--- src/rtl/int_stim_gen.sv ---
// Multi-channel interrupt stimulus generator: raises per-channel interrupt lines when the
// CPU PC reaches programmable trigger addresses. Each line is held until the CPU acknowledges it.
module int_stim_gen #(
  parameter int unsigned N_CH     = 2,
  parameter int unsigned DLY_W    = 8,
  parameter int unsigned FIRE_W   = 4,
  parameter logic [31:0] ACK_BASE = 32'h0000_7F20
) (
  input  logic                     clk,
  input  logic                     reset,
  input  logic [31:0]              macroscopic_pc,
  input  logic [31:0]              m_int_addr,
  input  logic [3:0]               m_int_byteen,
  input  logic [N_CH-1:0]          cfg_en,
  input  logic [N_CH*32-1:0]       cfg_trig_pc,
  input  logic [N_CH*DLY_W-1:0]    cfg_delay,
  input  logic [N_CH*FIRE_W-1:0]   cfg_fires,
  output logic [N_CH-1:0]          irq_vec,
  output logic                     interrupt,
  output logic [N_CH*FIRE_W-1:0]   fire_cnt
);

  typedef enum logic [1:0] {
    S_IDLE,
    S_WAIT,
    S_ASSERT,
    S_REARM
  } state_e;

  localparam logic [DLY_W-1:0]  DLY_ONE  = DLY_W'(1);
  localparam logic [FIRE_W-1:0] FIRE_ONE = FIRE_W'(1);

  logic [31:0] pc_word;
  logic [31:0] addr_word;
  logic        wr_valid;

  assign pc_word   = macroscopic_pc & ~32'h3;
  assign addr_word = m_int_addr & ~32'h3;
  assign wr_valid  = |m_int_byteen;

  for (genvar gi = 0; gi < N_CH; gi++) begin : g_ch
    localparam logic [31:0] ACK_ADDR = ACK_BASE + 32'(4 * gi);

    state_e            state_q;
    logic [DLY_W-1:0]  cnt_q;
    logic [FIRE_W-1:0] fire_q;
    logic [FIRE_W-1:0] fire_d;
    logic              irq_q;

    logic              en;
    logic [DLY_W-1:0]  dly;
    logic [FIRE_W-1:0] fire_lim;
    logic              match;
    logic              ack;
    logic              budget_ok;

    assign en        = cfg_en[gi];
    assign dly       = cfg_delay[gi*DLY_W +: DLY_W];
    assign fire_lim  = cfg_fires[gi*FIRE_W +: FIRE_W];
    assign match     = pc_word == (cfg_trig_pc[gi*32 +: 32] & ~32'h3);
    assign ack       = wr_valid && (addr_word == ACK_ADDR);
    assign budget_ok = (fire_lim == '0) || (fire_q < fire_lim);
    assign fire_d    = (fire_q == '1) ? fire_q : fire_q + FIRE_ONE;

    always_ff @(posedge clk or negedge reset) begin
      if (!reset) begin
        state_q <= S_IDLE;
        cnt_q   <= '0;
        fire_q  <= '0;
        irq_q   <= 1'b0;
      end else begin
        case (state_q)
          S_IDLE: begin
            if (en && match && budget_ok) begin
              if (dly == '0) begin
                state_q <= S_ASSERT;
                irq_q   <= 1'b1;
              end else begin
                state_q <= S_WAIT;
                cnt_q   <= dly - DLY_ONE;
              end
            end
          end
          S_WAIT: begin
            if (!en) begin
              state_q <= S_IDLE;
              cnt_q   <= '0;
            end else if (cnt_q == '0) begin
              state_q <= S_ASSERT;
              irq_q   <= 1'b1;
            end else begin
              cnt_q <= cnt_q - DLY_ONE;
            end
          end
          // Line is held regardless of enable or PC; only the matching ack releases it.
          S_ASSERT: begin
            if (ack) begin
              state_q <= S_REARM;
              irq_q   <= 1'b0;
              fire_q  <= fire_d;
            end
          end
          S_REARM: begin
            if (!match) begin
              state_q <= S_IDLE;
            end
          end
          default: begin
            state_q <= S_IDLE;
            irq_q   <= 1'b0;
          end
        endcase
      end
    end

    assign irq_vec[gi]                   = irq_q;
    assign fire_cnt[gi*FIRE_W +: FIRE_W] = fire_q;
  end

  assign interrupt = |irq_vec;

endmodule

--- config.mk ---
export PLATFORM = sky130hd
export DESIGN_NAME = int_stim_gen
export DESIGN_NICKNAME = d
export VERILOG_FILES = /design/src/rtl/int_stim_gen.sv
export SDC_FILE = /design/constraint.sdc
export NUM_CORES = 1
export LEC_CHECK = 0
export CAP_MARGIN = 20
export CELL_PAD_IN_SITES_DETAIL_PLACEMENT = 0
export CELL_PAD_IN_SITES_GLOBAL_PLACEMENT = 1
export CORE_UTILIZATION = 28
export CTS_CLUSTER_SIZE = 14
export DETAILED_ROUTE_END_ITERATION = 8
export PLACE_DENSITY = 0.82
export SLEW_MARGIN = 30
export SYNTH_ARGS = -nofsm -noshare
export SYNTH_HDL_FRONTEND = slang
export SYNTH_SLANG_ARGS = --single-unit
--- constraint.sdc ---
create_clock -name clk -period 3.1 [get_ports clk]
set_input_delay 0.62 -clock clk [delete_from_list [all_inputs] [get_ports clk]]
set_output_delay 0.62 -clock clk [all_outputs]
set_load 0.005 [all_outputs]
==> results of run 1 <==
[power by group through the flow]
stage               logic [mW]  registers [mW]  clock network, mW
floorplan                0.120           0.406                  0
global placement         0.376           0.406                  0
detailed placement       0.380           0.406                  0
CTS                      0.382           0.399              0.354
global route             0.408           0.400              0.367
finish                   0.376           0.399              0.341
[area by class of cell]
cell class / count / area, um^2 / area share [%]
multi-input cells: 312 / 2227 / 43.94
repair buffers: 177 / 1734 / 34.21
flip-flops and latches: 30 / 750.7 / 14.81
well taps: 140 / 175.2 / 3.456
inverters: 23 / 86.33 / 1.703
clock buffers: 6 / 82.58 / 1.629
clock inverters: 2 / 12.51 / 0.2469
[path summary, 6_finish.rpt]
path	end	depth (start not counted)	slack, ns
max reg2reg	g_ch[1].cnt_q[4]	6	0.78
min reg2reg	g_ch[0].cnt_q[4]	1	0.51
min in group asynchronous	g_ch[0].cnt_q[3]	2	0.72
max in group asynchronous	g_ch[1].state_q[1]	2	2.09
min	g_ch[0].cnt_q[4]	1	0.51
max	g_ch[1].cnt_q[6]	7	0.27
[registers in the layout (all words and copies together), names as in the netlist]
name / cells
g_ch.cnt_q: 16
g_ch.fire_q: 8
g_ch.state_q: 4
g_ch.irq_q: 2
[worst register-to-register path, stage by stage (launching register included)]
cell and delay [ns]:
dfrtp_1 0.43, ha_1 0.29, a21o_1 0.16, a211oi_1 0.29, o2111ai_1 0.35, and2_1 0.38
a211o_1 0.31
[metal layers]
layer  part of all wire, %  vias to the layer above  track usage, %
li1                      -                     1723               -
met1                    39                     1575           18.86
met2                    52                      146           33.38
met3                   7.2                       13           3.874
met4                   2.0                        0           5.675
met5                     0                        -               0
[placed cells by master, fill, tap and decap left out, types with 2 or more instances in the layout]
cell type and instances:
nor3_1 10, nand4_1 14, mux2_2 3, nor4_1 17
nor2_1 30, inv_1 23, xnor2_1 39, a31oi_1 4
o211ai_1 4, a21oi_1 15, a221oi_1 2, and2_1 2
nor2b_1 3, nand3_1 16, o21ai_0 12, nand3b_1 2
clkbuf_8 6, a22oi_1 2, a21o_1 5, nand2b_1 5
or2_2 4, ha_1 16, nand2_1 21, clkdlybuf4s50_1 162
a41oi_1 4, buf_4 15, nor4b_1 4, dfrtp_1 30
o22ai_1 5, o2bb2ai_1 6, or3_1 5, a211o_1 2
or4_1 5, xor2_1 35
[per-stage QoR]
stage / util, % / power, mW / hold WS (ns)
2_1_floorplan: - / 0.5257 / 0.3244
3_3_place_gp: 45.88 / 0.7824 / 0.4904
3_5_place_dp: 45.88 / 0.7864 / 0.4938
4_1_cts: 46.76 / 1.135 / 0.5143
5_1_grt: 46.76 / 1.174 / 0.5297
6_report: 46.76 / 1.117 / 0.5061
[kinds of logic after synthesis]
logic type,Yosys count
and+or+nand+nor,144
AOI/OAI and AO/OA,74
xor gates and xnor gates,74
buffers and inverters,33
DFF,30
adders and majority gates,16
muxes,4
==> flow_summary.ini, run 1 <==
[clocking]
clk_pin_slew_worst_paths_ns = 0.07
cts_made_buffers = 5
clk_latency_ns = 0.29
cts_resized = 0
tritoncts = done
cts_root_buf = clkbuf_8
cts_hold_buffers = 0
cts_max_level = 2
clockBufferDepth = 2
clkSinkCount = 30
post-cts-setup-buffers = 0

[global_routing]
globalRouteOverflowTotal = 0
grt_pass1_wl_mm = 15.86
grt_max_degree = 31
antenna_found_initial = 0
grt_pass1_vias = 3530
track_usage_pct = 17.51

[final_layout]
fin_cells = 690
num-fill-cells = 1079
area.growth.synth_to_final_pct = 62.63
nets = 725
antenna_cells = 0
final_area_um2 = 5069
drive_above_1_share_pct = 6.364

[logic_synthesis]
synthDistinctLibCells = 53
synth_top_area_cell = dfrtp_1
synthTopCellsByCount = xnor2_1 (39), xor2_1 (35), dfrtp_1 (30), nor2_1 (30), inv_1 (23)
synth_top_family_by_area = simple AND/OR/NAND/NOR gates
synth_area_leaders = dfrtp_1 (24%), xnor2_1 (11%), xor2_1 (9.8%)
synth_edf_count = 0
synthFlopType = dfrtp_1
synth_nets = 551
yosysWarnings = 0
synth.most_common_cell = xnor2_1
async_flop_share_pct = 100.0
syn_area_per_cell_um2 = 8.311
syn_area_um2 = 3117
synth-xor-area-share_pct = 20.79
synth_compound_area_share_pct = 17.22
yosysSeqAreaShare_pct = 24.09
synth_top_area_share_pct = 24.09
synth-simple-area-share_pct = 25.61
yosys-mux-area-fraction_pct = 1.405
ys_ff_latch = 30
syn_inst = 375
synth_fa_ha_area_share_pct = 6.423

[power_and_ir_drop]
leakagePower_nw = 2.047
pwr-share-clk_pct = 30.5
vdd_drop_max_uv = 142.2
switching_power_mw = 0.2994
power_frac_seq_pct = 35.8
p_sw_share_pct = 26.81
cellPowerDensity_nw_per_um2 = 220.3
combPwrFrac_pct = 33.7
power.internal_mw = 0.8171

[route]
drc = 0
firstDrtPassIters = 8
via_per_inst = 5.010
drtIter0Drc = 145
wire_per_inst_um = 14.34
wirelength_mm = 9.896
num_vias = 3457
detail-route-antenna-nets = 0

[placed_design]
io_buffers = 162
gp_congestion = 0.8426
place_ws_ns = -0.03390
place_area_um2 = 4974
post-dp-hpwl_mm = 8.605
placed_cells = 682

[die]
fp.dieW_um = 107.5
dieHeight_um = 107.5
coreArea_um2 = 10840
dieArea_um2 = 11560
start_util_pct = 28.75
fp-row-count = 38
io_pins = 171

[critical_path]
critPathTopFamily = simple AND/OR/NAND/NOR gates
crit_chain = clkdlybuf4s50_1, or4_1, nor4b_1, nor3_1, o2111ai_1, and2_1, o211ai_1
slowest_delay_ns = 0.58
critPathRequiredTime_ns = 3.26
cp_slowest_cell = or4_1
regToRegStartpoint = g_ch[1].fire_q[1]
critPathLaunchType = input pin
critical_path_buf_inv_count = 1
path_max_fanout = 7
cp-end-kind = flop
worstPathArrival_ns = 2.99
critPathKind = input pin to flop
crit_start = cfg_delay[12]

[sta]
period_needed_ns = 2.833
fin_crit_sh_pct = 91.37
setup_slack_ns = 0.2674
rsz0062_at_grt = no
drv_slew = 0
relSlewSlack_pct = 61.43
fin_tns_setup_ns = 0
finalSetupViolations = 0
tightest_slew_ns = 0.5780
finClkSkew_ns = 0.005393
max_freq_mhz = 353.0
hold_violations = 0

[run_status]
status = finished clean

[hold_path]
min_from = g_ch[0].cnt_q[4]
hp-class = flop to flop

[job]
maxCapViolCount = 0
Note: power is estimated with default switching activity, not from simulation.
==> run 2, diff against run 1 <==
==> constraint.sdc (replaced) <==
create_clock -name clk -period 3.2 [get_ports clk]
set_input_delay 0.64 -clock clk [delete_from_list [all_inputs] [get_ports clk]]
set_output_delay 0.64 -clock clk [all_outputs]
set_load 0.005 [all_outputs]
==> run 2 against run 1 <==
Compared with the run above:
- utilization shrank 0.42 points
- critical path depth did not move
- sequential power shrank 3%
- worst setup slack gained 0.039 ns
- non-clock buffer count decreased by 6
- power decreased by 3.7%
- clock skew up 0.0028 ns
==> flow_summary.ini, run 2 (same netlist as run 1, synthesis figures left out) <==
[run_status]
status = finished clean

[die]
coreArea_um2 = 10840
start_util_pct = 28.75
io_pins = 171
fp.dieW_um = 107.5
dieHeight_um = 107.5
dieArea_um2 = 11560
fp-row-count = 38

[hold_path]
hp-class = flop to flop
hold_path_depth = 1
min_to = g_ch[0].cnt_q[5]
min_from = g_ch[0].cnt_q[5]

[critical_path]
critical_path_buf_inv_count = 1
worst_r2r_path_depth = 6
worstReg2RegEnd = g_ch[1].cnt_q[4]
critPathLaunchType = input pin
regToRegStartpoint = g_ch[1].fire_q[1]
critPathTopFamily = simple AND/OR/NAND/NOR gates
critPathKind = input pin to flop
path_max_fanout = 7
worstPathArrival_ns = 3.04
slowest_delay_ns = 0.58
cp-end-kind = flop
critPathRequiredTime_ns = 3.35
crit_chain = clkdlybuf4s50_1, or4_1, nor4b_1, nor3_1, o2111ai_1, and2_1, o211ai_1
cp_slowest_cell = or4_1
r2r_slack_ns = 0.87

[final_layout]
layout_commonest_cell = clkdlybuf4s50_1
area.growth.synth_to_final_pct = 61.18
final_area_um2 = 5024
utilization_pct = 46.34
reg_top3 = g_ch.cnt_q (16), g_ch.fire_q (8), g_ch.state_q (4)
largest_register_ffs = 16
antenna_cells = 0
nets = 719
drive_above_1_share_pct = 5.331
top_register = g_ch.cnt_q
most-common-layout-cells = clkdlybuf4s50_1 (162), xnor2_1 (39), xor2_1 (35)

[clocking]
cts_root_buf = clkbuf_8
tritoncts = done
clk_latency_ns = 0.29
post-cts-setup-buffers = 0
clockBufferDepth = 2
clk_pin_slew_worst_paths_ns = 0.07
cts_max_level = 2
cts_made_buffers = 5
cts_hold_buffers = 0
cts_resized = 0
clkSinkCount = 30

[route]
drtIter0Drc = 173
firstDrtPassIters = 5
wirelength_mm = 9.900
drc = 0
via_per_inst = 5.079
num_vias = 3474
wire_per_inst_um = 14.47
detail-route-antenna-nets = 0

[sta]
max_freq_mhz = 345.6
fin_crit_sh_pct = 90.43
tightest_slew_ns = 0.6028
setup_slack_ns = 0.3063
finalSetupViolations = 0
finClkSkew_ns = 0.008231
hold_violations = 0
rsz0062_at_grt = no
period_needed_ns = 2.894
hold_ws_ns = 0.5176
relSlewSlack_pct = 58.77
drv_slew = 0

[power_and_ir_drop]
power_frac_seq_pct = 36.0
pwr-share-clk_pct = 30.2
p_sw_share_pct = 26.43
vdd_drop_max_uv = 109.5
switching_power_mw = 0.2841
cellPowerDensity_nw_per_um2 = 213.9
combPwrFrac_pct = 33.9
power.internal_mw = 0.7906
p_total_mw = 1.075
leakagePower_nw = 2.016

[global_routing]
grt_max_degree = 31
grt_pass1_vias = 3506
antenna_found_initial = 0
grt_pass1_wl_mm = 15.93
track_usage_pct = 17.46
globalRouteOverflowTotal = 0

[placed_design]
gp_congestion = 0.8638
place_ws_ns = -0.03187
place_area_um2 = 4928
post-dp-hpwl_mm = 8.622
io_buffers = 162

[job]
maxCapViolCount = 0
==> run 2: changes by cell type in the layout (fill, tap and decap cells not counted), sizes merged <==
cell / previous run / this run
buf: 15 / 9
==> run 2: layer usage <==
metal / wire (um) / share of wire (%) / vias up / GRT usage [%]
met4: 123 / 1.2 / 0 / 4.012
met1: 3847 / 39 / 1602 / 19.21
met3: 746 / 7.5 / 10 / 3.692
met2: 5182 / 52 / 150 / 33.70
met5: 0 / 0 / - / 0
li1: - / - / 1712 / -
==> run 2: area by class of cell <==
| class | count | area (um^2) |
|---|---|---|
| fill | 1077 | 5817 |
| clock buffer | 6 | 82.58 |
| tap | 140 | 175.2 |
| timing repair buffer | 171 | 1689 |
| inverter | 23 | 86.33 |
| clock inverter | 2 | 12.51 |
| sequential | 30 | 750.7 |
| multi-input combinational | 312 | 2227 |
==> run 2: worst max-delay path by stage <==
| stage | startpoint | to | slack [ns] | cells past startpoint |
|---|---|---|---|---|
| 2_1_floorplan | cfg_fires[1] | g_ch[0].cnt_q[0] | 0.72 | 8 |
| 3_3_place_gp | cfg_delay[12] | g_ch[1].cnt_q[6] | -0.02 | 7 |
| 3_5_place_dp | cfg_delay[12] | g_ch[1].cnt_q[6] | -0.03 | 7 |
| 4_1_cts | cfg_delay[12] | g_ch[1].cnt_q[6] | 0.27 | 7 |
| 5_1_grt | macroscopic_pc[12] | g_ch[1].cnt_q[4] | 0.10 | 7 |
| 6_report | cfg_delay[12] | g_ch[1].cnt_q[6] | 0.31 | 7 |
==> run 2: through the flow <==
stage	setup TNS (ns)	instances
global placement	-0.06430	676
global route	0	684
CTS	0	684
detailed placement	-0.07725	676
finish	0	684
floorplan	0	375
==> run 2: power by group through the flow <==
stage	registers (mW)	logic (mW)	clock network [mW]
floorplan	0.393	0.116	0
global placement	0.394	0.363	0
detailed placement	0.394	0.368	0
CTS	0.386	0.369	0.333
global route	0.387	0.394	0.342
finish	0.387	0.364	0.324
==> run 2: worst reg2reg max path: cells and delay by family (launching register included) <==
kind	cells	cell delay (ns)
simple gates	1	0.38
fa+ha+maj	1	0.29
flops	1	0.43
compound gates	4	1.10
==> run 3, diff against run 2 <==
--- a/config.mk
+++ b/config.mk
@@ -12,6 +12,7 @@
 export CTS_CLUSTER_SIZE = 14
 export DETAILED_ROUTE_END_ITERATION = 8
 export PLACE_DENSITY = 0.82
+export REMOVE_ABC_BUFFERS = 1
 export SLEW_MARGIN = 30
 export SYNTH_ARGS = -nofsm -noshare
 export SYNTH_HDL_FRONTEND = slang
==> run 3 against run 2 <==
Compared with the run above:
- register-to-register slack about the same
- first-iteration DRC count decreased by 45%
- final area increased by 0.15%
- critical endpoint is now g_ch[1].cnt_q[4]
- highest routed layer unchanged
==> flow_summary.ini, run 3 (same netlist as run 1, synthesis figures left out) <==
[global_routing]
grt_max_degree = 31
grt_pass1_wl_mm = 16.64
grt_pass1_vias = 3486
track_usage_pct = 18.33
antenna_found_initial = 0
globalRouteOverflowTotal = 0

[clocking]
clk_latency_ns = 0.29
cts_root_buf = clkbuf_8
cts_made_buffers = 5
cts_max_level = 2
cts_resized = 0
clkSinkCount = 30
post-cts-setup-buffers = 0
tritoncts = done
clk_pin_slew_worst_paths_ns = 0.06
clockBufferDepth = 2
cts_hold_buffers = 0

[sta]
finClkSkew_ns = 0.01208
hold_violations = 0
finalSetupViolations = 0
max_freq_mhz = 356.9
relSlewSlack_pct = 53.34
tightest_slew_ns = 0.6823
drv_slew = 0
fin_tns_setup_ns = 0
fin_crit_sh_pct = 87.56
period_needed_ns = 2.802
rsz0062_at_grt = no

[power_and_ir_drop]
power.internal_mw = 0.7924
switching_power_mw = 0.2893
pwr-share-clk_pct = 30.2
power_frac_seq_pct = 35.8
leakagePower_nw = 2.022
vdd_drop_max_uv = 149.8
cellPowerDensity_nw_per_um2 = 215.0
combPwrFrac_pct = 34.0
p_sw_share_pct = 26.74

[route]
wirelength_mm = 10.41
drtIter0Drc = 95
firstDrtPassIters = 4
detail-route-antenna-nets = 0
wire_per_inst_um = 15.19
num_vias = 3409
drc = 0
via_per_inst = 4.977

[hold_path]
hp-class = flop to flop

[final_layout]
num-fill-cells = 1053
fin_cells = 685
final_area_um2 = 5031
area.growth.synth_to_final_pct = 61.42
largest_register_ffs = 16
top_register = g_ch.cnt_q
layout_commonest_cell = clkdlybuf4s50_1
most-common-layout-cells = clkdlybuf4s50_1 (162), xnor2_1 (39), xor2_1 (35)
drive_above_1_share_pct = 5.505
nets = 720
antenna_cells = 0
reg_top3 = g_ch.cnt_q (16), g_ch.fire_q (8), g_ch.state_q (4)

[die]
fp.dieW_um = 107.5
dieHeight_um = 107.5
coreArea_um2 = 10840
start_util_pct = 28.75
fp-row-count = 38
io_pins = 171
dieArea_um2 = 11560

[critical_path]
cp-end-kind = flop
critPathKind = input pin to flop
critPathRequiredTime_ns = 3.37
critPathLaunchType = input pin
path_max_fanout = 9
worstPathArrival_ns = 2.97

[job]
maxCapViolCount = 0

[placed_design]
place_area_um2 = 4936
post-dp-hpwl_mm = 8.777
io_buffers = 162
placed_cells = 677
gp_congestion = 0.9481

[run_status]
status = finished clean
==> run 3: critical path, cell delays in order <==
cell	delay, ns
clkdlybuf4s50_1	0.44
or4_1	0.60
nor4b_1	0.36
nor3_1	0.13
o2111ai_1	0.18
buf_4	0.23
a221oi_1	0.10
a211o_1	0.30
==> run 3: layout make-up <==
| cell class | instances | area, um^2 | area share (%) |
|---|---|---|---|
| timing repair buffer | 172 | 1697 | 33.72 |
| sequential | 30 | 750.7 | 14.92 |
| inverter | 23 | 86.33 | 1.716 |
| clock buffer | 6 | 82.58 | 1.641 |
| multi-input combinational | 312 | 2227 | 44.27 |
| tap | 140 | 175.2 | 3.482 |
| clock inverter | 2 | 12.51 | 0.2487 |
==> run 3: metrics by stage <==
step           utilization, %  hold slack (ns)  total power, mW  worst slack (ns)
2_1_floorplan               -           0.3444           0.5078            0.6633
3_3_place_gp            45.53           0.4994           0.7573           0.09517
3_5_place_dp            45.53           0.4927           0.7611           0.09352
4_1_cts                 46.41           0.5140            1.092            0.3814
5_1_grt                 46.41           0.5333            1.140            0.2692
6_report                46.41           0.5104            1.082            0.3980
==> run 3: per-layer routing <==
layer	part of all wire (%)	vias to the layer above	global-route usage (%)
li1	-	1719	-
met1	45	1553	23.07
met2	47	122	32.10
met3	6.9	15	3.571
met4	1.5	0	4.110
met5	0	-	0
==> run 3: path summary, 6_finish.rpt <==
kind                                   from                 to  slack (ns)  cells past startpoint
max in group asynchronous             reset   g_ch[0].cnt_q[7]        2.14                      2
setup reg to reg           g_ch[0].cnt_q[2]   g_ch[0].cnt_q[1]        0.86                      5
hold reg to reg            g_ch[0].cnt_q[5]   g_ch[0].cnt_q[5]        0.51                      1
hold / removal             g_ch[0].cnt_q[5]   g_ch[0].cnt_q[5]        0.51                      1
min in group asynchronous             reset  g_ch[1].fire_q[1]        0.76                      2
setup / recovery              cfg_delay[13]   g_ch[1].cnt_q[4]        0.40                      8
==> run 3: power groups by stage <==
| stage | registers (mW) | logic (mW) | clock network [mW] |
|---|---|---|---|
| floorplan | 0.393 | 0.115 | 0 |
| global placement | 0.394 | 0.363 | 0 |
| detailed placement | 0.394 | 0.367 | 0 |
| CTS | 0.387 | 0.370 | 0.335 |
| global route | 0.387 | 0.399 | 0.354 |
| finish | 0.387 | 0.368 | 0.327 |
